--- config.mk ---
export PLATFORM = sky130hd
export DESIGN_NAME = uart_tx_fifo_mmio
export DESIGN_NICKNAME = d
export VERILOG_FILES = /design/src/rtl/uart_tx_fifo_mmio.sv
export SDC_FILE = /design/constraint.sdc
export NUM_CORES = 1
export LEC_CHECK = 0
export ABC_AREA = 1
export ABC_CLOCK_PERIOD_IN_PS = 3500
export CAP_MARGIN = 0
export CELL_PAD_IN_SITES_DETAIL_PLACEMENT = 1
export CELL_PAD_IN_SITES_GLOBAL_PLACEMENT = 1
export CORE_ASPECT_RATIO = 2
export CORE_MARGIN = 2
export CORE_UTILIZATION = 52
export CTS_BUF_LIST = sky130_fd_sc_hd__clkbuf_2 sky130_fd_sc_hd__clkbuf_4 sky130_fd_sc_hd__clkbuf_8
export DETAILED_ROUTE_END_ITERATION = 7
export PLACE_DENSITY_LB_ADDON = 0.25
export SETUP_SLACK_MARGIN = 0.2
export SYNTH_ARGS = -nofsm -noshare
export SYNTH_HDL_FRONTEND = slang
export SYNTH_SLANG_ARGS = --single-unit
--- constraint.sdc ---
create_clock -name clk -period 3.5 [get_ports clk]
set_input_delay 0.35 -clock clk [delete_from_list [all_inputs] [get_ports clk]]
set_output_delay 0.35 -clock clk [all_outputs]
set_load 0.02 [all_outputs]
--- src/rtl/uart_tx_fifo_mmio.sv ---
// Memory-mapped UART transmitter with a TX FIFO, programmable baud divisor and a done interrupt.
// Optional parity bit (CTRL bit3 selects odd) is built when UART_PARITY_EN is defined.
module uart_tx_fifo_mmio #(
    parameter int CLK_FREQ   = 50000000,
    parameter int BAUD_RATE  = 115200,
    parameter int FIFO_DEPTH = 16,
    parameter int DATA_BITS  = 8
) (
    input  logic        clk,
    input  logic        rst_n,
    input  logic        bus_wen,
    input  logic [3:0]  bus_addr,
    input  logic [31:0] bus_wdata,
    output logic [31:0] bus_rdata,
    output logic        stall_o,
    output logic        tx_pin,
    output logic        irq_o
);
    localparam int AW = $clog2(FIFO_DEPTH);
    localparam logic [AW:0] FULL_CNT = (AW+1)'(FIFO_DEPTH);
    localparam logic [15:0] DIV_RST = 16'(CLK_FREQ / BAUD_RATE - 1);
    localparam logic [3:0] LAST_BIT = 4'(DATA_BITS - 1);

    typedef enum logic [2:0] {
        S_IDLE  = 3'd0,
        S_START = 3'd1,
        S_DATA  = 3'd2,
        S_STOP  = 3'd3
`ifdef UART_PARITY_EN
        , S_PARITY = 3'd4
`endif
    } state_t;

    logic [DATA_BITS-1:0] mem [FIFO_DEPTH];
    logic [AW-1:0]        wr_ptr_reg, rd_ptr_reg;
    logic [AW:0]          count_reg;
    logic [15:0]          div_reg, div_lat_reg, cnt_reg;
    logic                 tx_en_reg, irq_en_reg, par_odd_reg;
    state_t               state_reg;
    logic [3:0]           bit_idx_reg;
    logic [DATA_BITS-1:0] shreg_reg;
    logic                 par_bit_reg, tx_pin_reg, irq_reg;

    logic full, empty, wr_txdata, wr_div, wr_ctrl, flush, push, pop, bit_end;
    logic unused_wdata;

    assign full      = (count_reg == FULL_CNT);
    assign empty     = (count_reg == '0);
    assign wr_txdata = bus_wen && (bus_addr == 4'h0);
    assign wr_div    = bus_wen && (bus_addr == 4'h8);
    assign wr_ctrl   = bus_wen && (bus_addr == 4'hC);
    assign flush     = wr_ctrl && bus_wdata[2];
    assign push      = wr_txdata && !full && !flush;
    assign pop       = (state_reg == S_IDLE) && !empty && tx_en_reg;
    assign bit_end   = (cnt_reg == div_lat_reg);
    assign stall_o   = wr_txdata && full;
    assign tx_pin    = tx_pin_reg;
    assign irq_o     = irq_reg;
    assign unused_wdata = ^bus_wdata[31:16];

    always_ff @(posedge clk) begin
        if (push)
            mem[wr_ptr_reg] <= bus_wdata[DATA_BITS-1:0];
    end

    // Flush only rewinds the pointers; a frame already popped keeps going.
    always_ff @(posedge clk or negedge rst_n) begin
        if (!rst_n) begin
            wr_ptr_reg <= '0;
            rd_ptr_reg <= '0;
            count_reg  <= '0;
        end else if (flush) begin
            wr_ptr_reg <= '0;
            rd_ptr_reg <= '0;
            count_reg  <= '0;
        end else begin
            if (push) wr_ptr_reg <= wr_ptr_reg + 1'b1;
            if (pop)  rd_ptr_reg <= rd_ptr_reg + 1'b1;
            case ({push, pop})
                2'b10:   count_reg <= count_reg + 1'b1;
                2'b01:   count_reg <= count_reg - 1'b1;
                default: count_reg <= count_reg;
            endcase
        end
    end

    always_ff @(posedge clk or negedge rst_n) begin
        if (!rst_n) begin
            div_reg     <= DIV_RST;
            tx_en_reg   <= 1'b1;
            irq_en_reg  <= 1'b0;
            par_odd_reg <= 1'b0;
        end else begin
            if (wr_div)
                div_reg <= (bus_wdata[15:0] == 16'd0) ? 16'd1 : bus_wdata[15:0];
            if (wr_ctrl) begin
                tx_en_reg  <= bus_wdata[0];
                irq_en_reg <= bus_wdata[1];
`ifdef UART_PARITY_EN
                par_odd_reg <= bus_wdata[3];
`endif
            end
        end
    end

    always_ff @(posedge clk or negedge rst_n) begin
        if (!rst_n) begin
            state_reg   <= S_IDLE;
            cnt_reg     <= '0;
            div_lat_reg <= DIV_RST;
            bit_idx_reg <= '0;
            shreg_reg   <= '0;
            par_bit_reg <= 1'b0;
            tx_pin_reg  <= 1'b1;
            irq_reg     <= 1'b0;
        end else begin
            irq_reg <= irq_en_reg && empty && (state_reg == S_IDLE);
            case (state_reg)
                S_IDLE: begin
                    if (pop) begin
                        shreg_reg   <= mem[rd_ptr_reg];
                        par_bit_reg <= (^mem[rd_ptr_reg]) ^ par_odd_reg;
                        div_lat_reg <= div_reg;
                        cnt_reg     <= '0;
                        tx_pin_reg  <= 1'b0;
                        state_reg   <= S_START;
                    end
                end
                S_START: begin
                    if (bit_end) begin
                        cnt_reg     <= '0;
                        bit_idx_reg <= '0;
                        tx_pin_reg  <= shreg_reg[0];
                        shreg_reg   <= shreg_reg >> 1;
                        state_reg   <= S_DATA;
                    end else begin
                        cnt_reg <= cnt_reg + 16'd1;
                    end
                end
                S_DATA: begin
                    if (bit_end) begin
                        cnt_reg <= '0;
                        if (bit_idx_reg == LAST_BIT) begin
`ifdef UART_PARITY_EN
                            tx_pin_reg <= par_bit_reg;
                            state_reg  <= S_PARITY;
`else
                            tx_pin_reg <= 1'b1;
                            state_reg  <= S_STOP;
`endif
                        end else begin
                            tx_pin_reg  <= shreg_reg[0];
                            shreg_reg   <= shreg_reg >> 1;
                            bit_idx_reg <= bit_idx_reg + 4'd1;
                        end
                    end else begin
                        cnt_reg <= cnt_reg + 16'd1;
                    end
                end
`ifdef UART_PARITY_EN
                S_PARITY: begin
                    if (bit_end) begin
                        cnt_reg    <= '0;
                        tx_pin_reg <= 1'b1;
                        state_reg  <= S_STOP;
                    end else begin
                        cnt_reg <= cnt_reg + 16'd1;
                    end
                end
`endif
                S_STOP: begin
                    if (bit_end) begin
                        cnt_reg   <= '0;
                        state_reg <= S_IDLE;
                    end else begin
                        cnt_reg <= cnt_reg + 16'd1;
                    end
                end
                default: begin
                    tx_pin_reg <= 1'b1;
                    state_reg  <= S_IDLE;
                end
            endcase
        end
    end

    always_comb begin
        bus_rdata = '0;
        case (bus_addr)
            4'h4: begin
                bus_rdata[0]    = full;
                bus_rdata[1]    = empty;
                bus_rdata[2]    = (state_reg != S_IDLE);
                bus_rdata[16:8] = 9'(count_reg);
            end
            4'h8: bus_rdata[15:0] = div_reg;
            4'hC: begin
                bus_rdata[0] = tx_en_reg;
                bus_rdata[1] = irq_en_reg;
`ifdef UART_PARITY_EN
                bus_rdata[3] = par_odd_reg;
`endif
            end
            default: bus_rdata = '0;
        endcase
    end
endmodule

==> results.yml <==
floorplan:
  die_h_um: 195.8
  start_util: 0.5275
  core_area_mm2: 0.01813
  ios: 74
  die-width_um: 99.90
  std_cell_rows: 70
  die-area_mm2: 0.01956
status:
  status: "complete, no violations"
route:
  wire_per_inst_um: 22.11
  first_iter_violations: 358
  ant_nets: 0
  vias: 7236
  routed_wirelength_um: 27040
  dr.pass1.iters: 5
  drc: 0
  via_per_inst: 5.917
sta:
  worst_pin_slew_ns: 0.9749
  fin_crit_sh: 0.7806
  finalSetupViolCount: 0
  drv_slew: 0
  clock-skew-final_ns: 0.02266
  finalSetupTns_ns: 0
  rsz0062_at_grt: "false"
  min_period_ns: 2.732
  maxSlewHeadroom: 0.3501
  clock.fmax_mhz: 366.0
  hold_viol_final: 0
yosys:
  syn_area_mm2: 0.009564
  yosys.area.top_type: "edfxtp_1"
  ys_ff_latch: 207
  synth_area_leaders: "edfxtp_1 (40%), dfrtp_1 (18%), o21ai_0 (6.2%), nor2_1 (5.1%), nand2_1 (4.8%)"
  synthCells: 924
  yosysSeqAreaShare: 0.6102
  synth.avg_cell_area_um2: 10.35
  ys.flop_type: "edfxtp_1"
  yosysWarnings: 0
  ys_types: 50
  synth_edf_count: 128
  synth_top_area_share: 0.4019
  synthArstFlopShare: 0.3816
placed_design:
  gp_congestion: 0.8524
  io_buffers: 41
  place_area_mm2: 0.01020
  dpl.hpwl_um: 18720
worst_setup_path:
  cp-end-kind: "primary output"
  path_max_fanout: 16
  worst_setup_path_start_kind: "input port"
  required_ns: 3.15
  crit_type: "input port to primary output"
  cp.arrival_ns: 2.38
layout:
  layout_commonest_cell: "nor2_1"
  syn2layout_area_growth_pct: 12.79
  mostFrequentLayoutCells: "nor2_1 (130), edfxtp_1 (128), nand2_1 (123)"
  fill_cells: 1986
  drive_gt1_frac: 0.1192
  antenna_cells: 0
  finalNetCount: 1038
  final_design_area_no_fill_mm2: 0.01079
  largest_reg_flops: 128
  top_register: "mem"
grt:
  grt_start_max_net_pins: 70
  antenna_found_initial: 0
  grt.overflow.total: 0
  first_global_vias: 7933
  grt_pass1_wl_um: 42810
  grt_usage: 0.2867
clocking:
  clockBufferDepth: 3
  path_clk_slew_ns: 0.07
  cts-resized-gates: 0
  root_buffer: "clkbuf_8"
  cts_tree: "yes"
  cts_inserted_buffers: 29
  cts_num_sinks: 207
  clock_latency_ns: 0.58
  post-cts-setup-buffers: 0
  cts_max_level: 1
  cts_hold_buf: 1
worst_hold_path:
  min_path_type: "input port to register"
pwr:
  powerDensity_mw_per_mm2: 743.1
  finalPower_w: 0.008016
  p_leak_nw: 4.159
  ir_worst_vdd_uv: 485.6
run:
  maxCapViolCount: 0
==> routing by layer <==
layer	vias to the layer above	share of wire	wire, µm	track usage
met2	197	0.56	15150	0.5398
met1	3678	0.34	9095	0.2914
met5	-	0	0	0
met3	80	0.034	907	0.03064
li1	3281	-	-	-
met4	0	0.070	1885	0.1832
==> worst max-delay path, cell delays in order <==
cell and delay [ns]:
clkdlybuf4s50_1 0.45, nor2_4 0.18, nand2_1 0.07, nor2_1 0.12, inv_1 0.28, o221ai_1 0.25, clkdlybuf4s50_1 0.67
==> kinds of logic (layout without fill, tap and decap cells) <==
| family | count (synthesis) | in the layout | share of synthesized area |
|---|---|---|---|
| adders and majority gates | 14 | 14 | 0.01832 |
| AOI/OAI and AO/OA | 197 | 197 | 0.1192 |
| muxes | 1 | 1 | 0.001177 |
| and+or+nand+nor | 351 | 351 | 0.1672 |
| xor gates and xnor gates | 24 | 24 | 0.02198 |
| DFF | 207 | 207 | 0.6102 |
| buffers and inverters | 129 | 197 | 0.06162 |
| other | 1 | 16 | 0.0003921 |
==> power breakdown <==
part	switching [W]	total (W)	internal, W
Clock	0.000943	0.00194	0.000999
Sequential	0.000309	0.00325	0.00294
Combinational	0.00194	0.00282	0.000882
Total	0.00319	0.00802	0.00482
==> per-stage QoR <==
stage / std cells / setup WS [ns] / hold WS, ns / utilization
after floorplan: 939 / 1.417 / 0.05441 / -
after global placement: 1169 / 0.8498 / 0.4623 / 0.5626
after detailed placement: 1169 / 0.7635 / 0.4704 / 0.5626
after CTS: 1223 / 0.7495 / 0.3564 / 0.5950
after global routing: 1223 / 0.6497 / 0.3837 / 0.5950
final: 1223 / 0.7681 / 0.3652 / 0.5950
==> worst paths after layout <==
check	endpoint	startpoint	slack (ns)	depth (start not counted)
hold reg to reg	shreg_reg[4]$_DFFE_PN0P_	shreg_reg[4]$_DFFE_PN0P_	0.50	2
min in group asynchronous	count_reg[3]$_DFFE_PN0P_	rst_n	0.43	2
setup reg to reg	count_reg[4]$_DFFE_PN0P_	state_reg[0]$_DFFE_PN0P_	1.03	16
hold / removal	div_reg[8]$_DFFE_PN1P_	bus_wdata[8]	0.37	3
setup / recovery	bus_rdata[0]	bus_addr[1]	0.77	7
max in group asynchronous	div_lat_reg[0]$_DFFE_PN1P_	rst_n	2.28	3
==> area by class of cell <==
cell class	instances	area (µm²)	share of cell area
Timing Repair Buffer	68	613.1	0.05683
Multi-Input combinational cell	603	3198	0.2965
Inverter	76	291.5	0.02702
Clock inverter	17	126.4	0.01171
Sequential cell	207	5837	0.5411
Clock buffer	36	451.7	0.04187
Tap cell	216	270.3	0.02505
==> cell usage after synthesis (all sizes together) (6+ instances only) <==
cell type,number
buf,34
xnor2,17
nor3,18
inv,74
o221ai,6
a31oi,8
nand4,8
dfstp,12
nand2,129
nor2,141
o211ai,28
xor2,7
edfxtp,128
nor4,7
clkbuf,19
ha,14
nand3,45
a21oi,18
dfrtp,67
o22ai,9
o21ai,122
(Power assumes the default switching activity.)
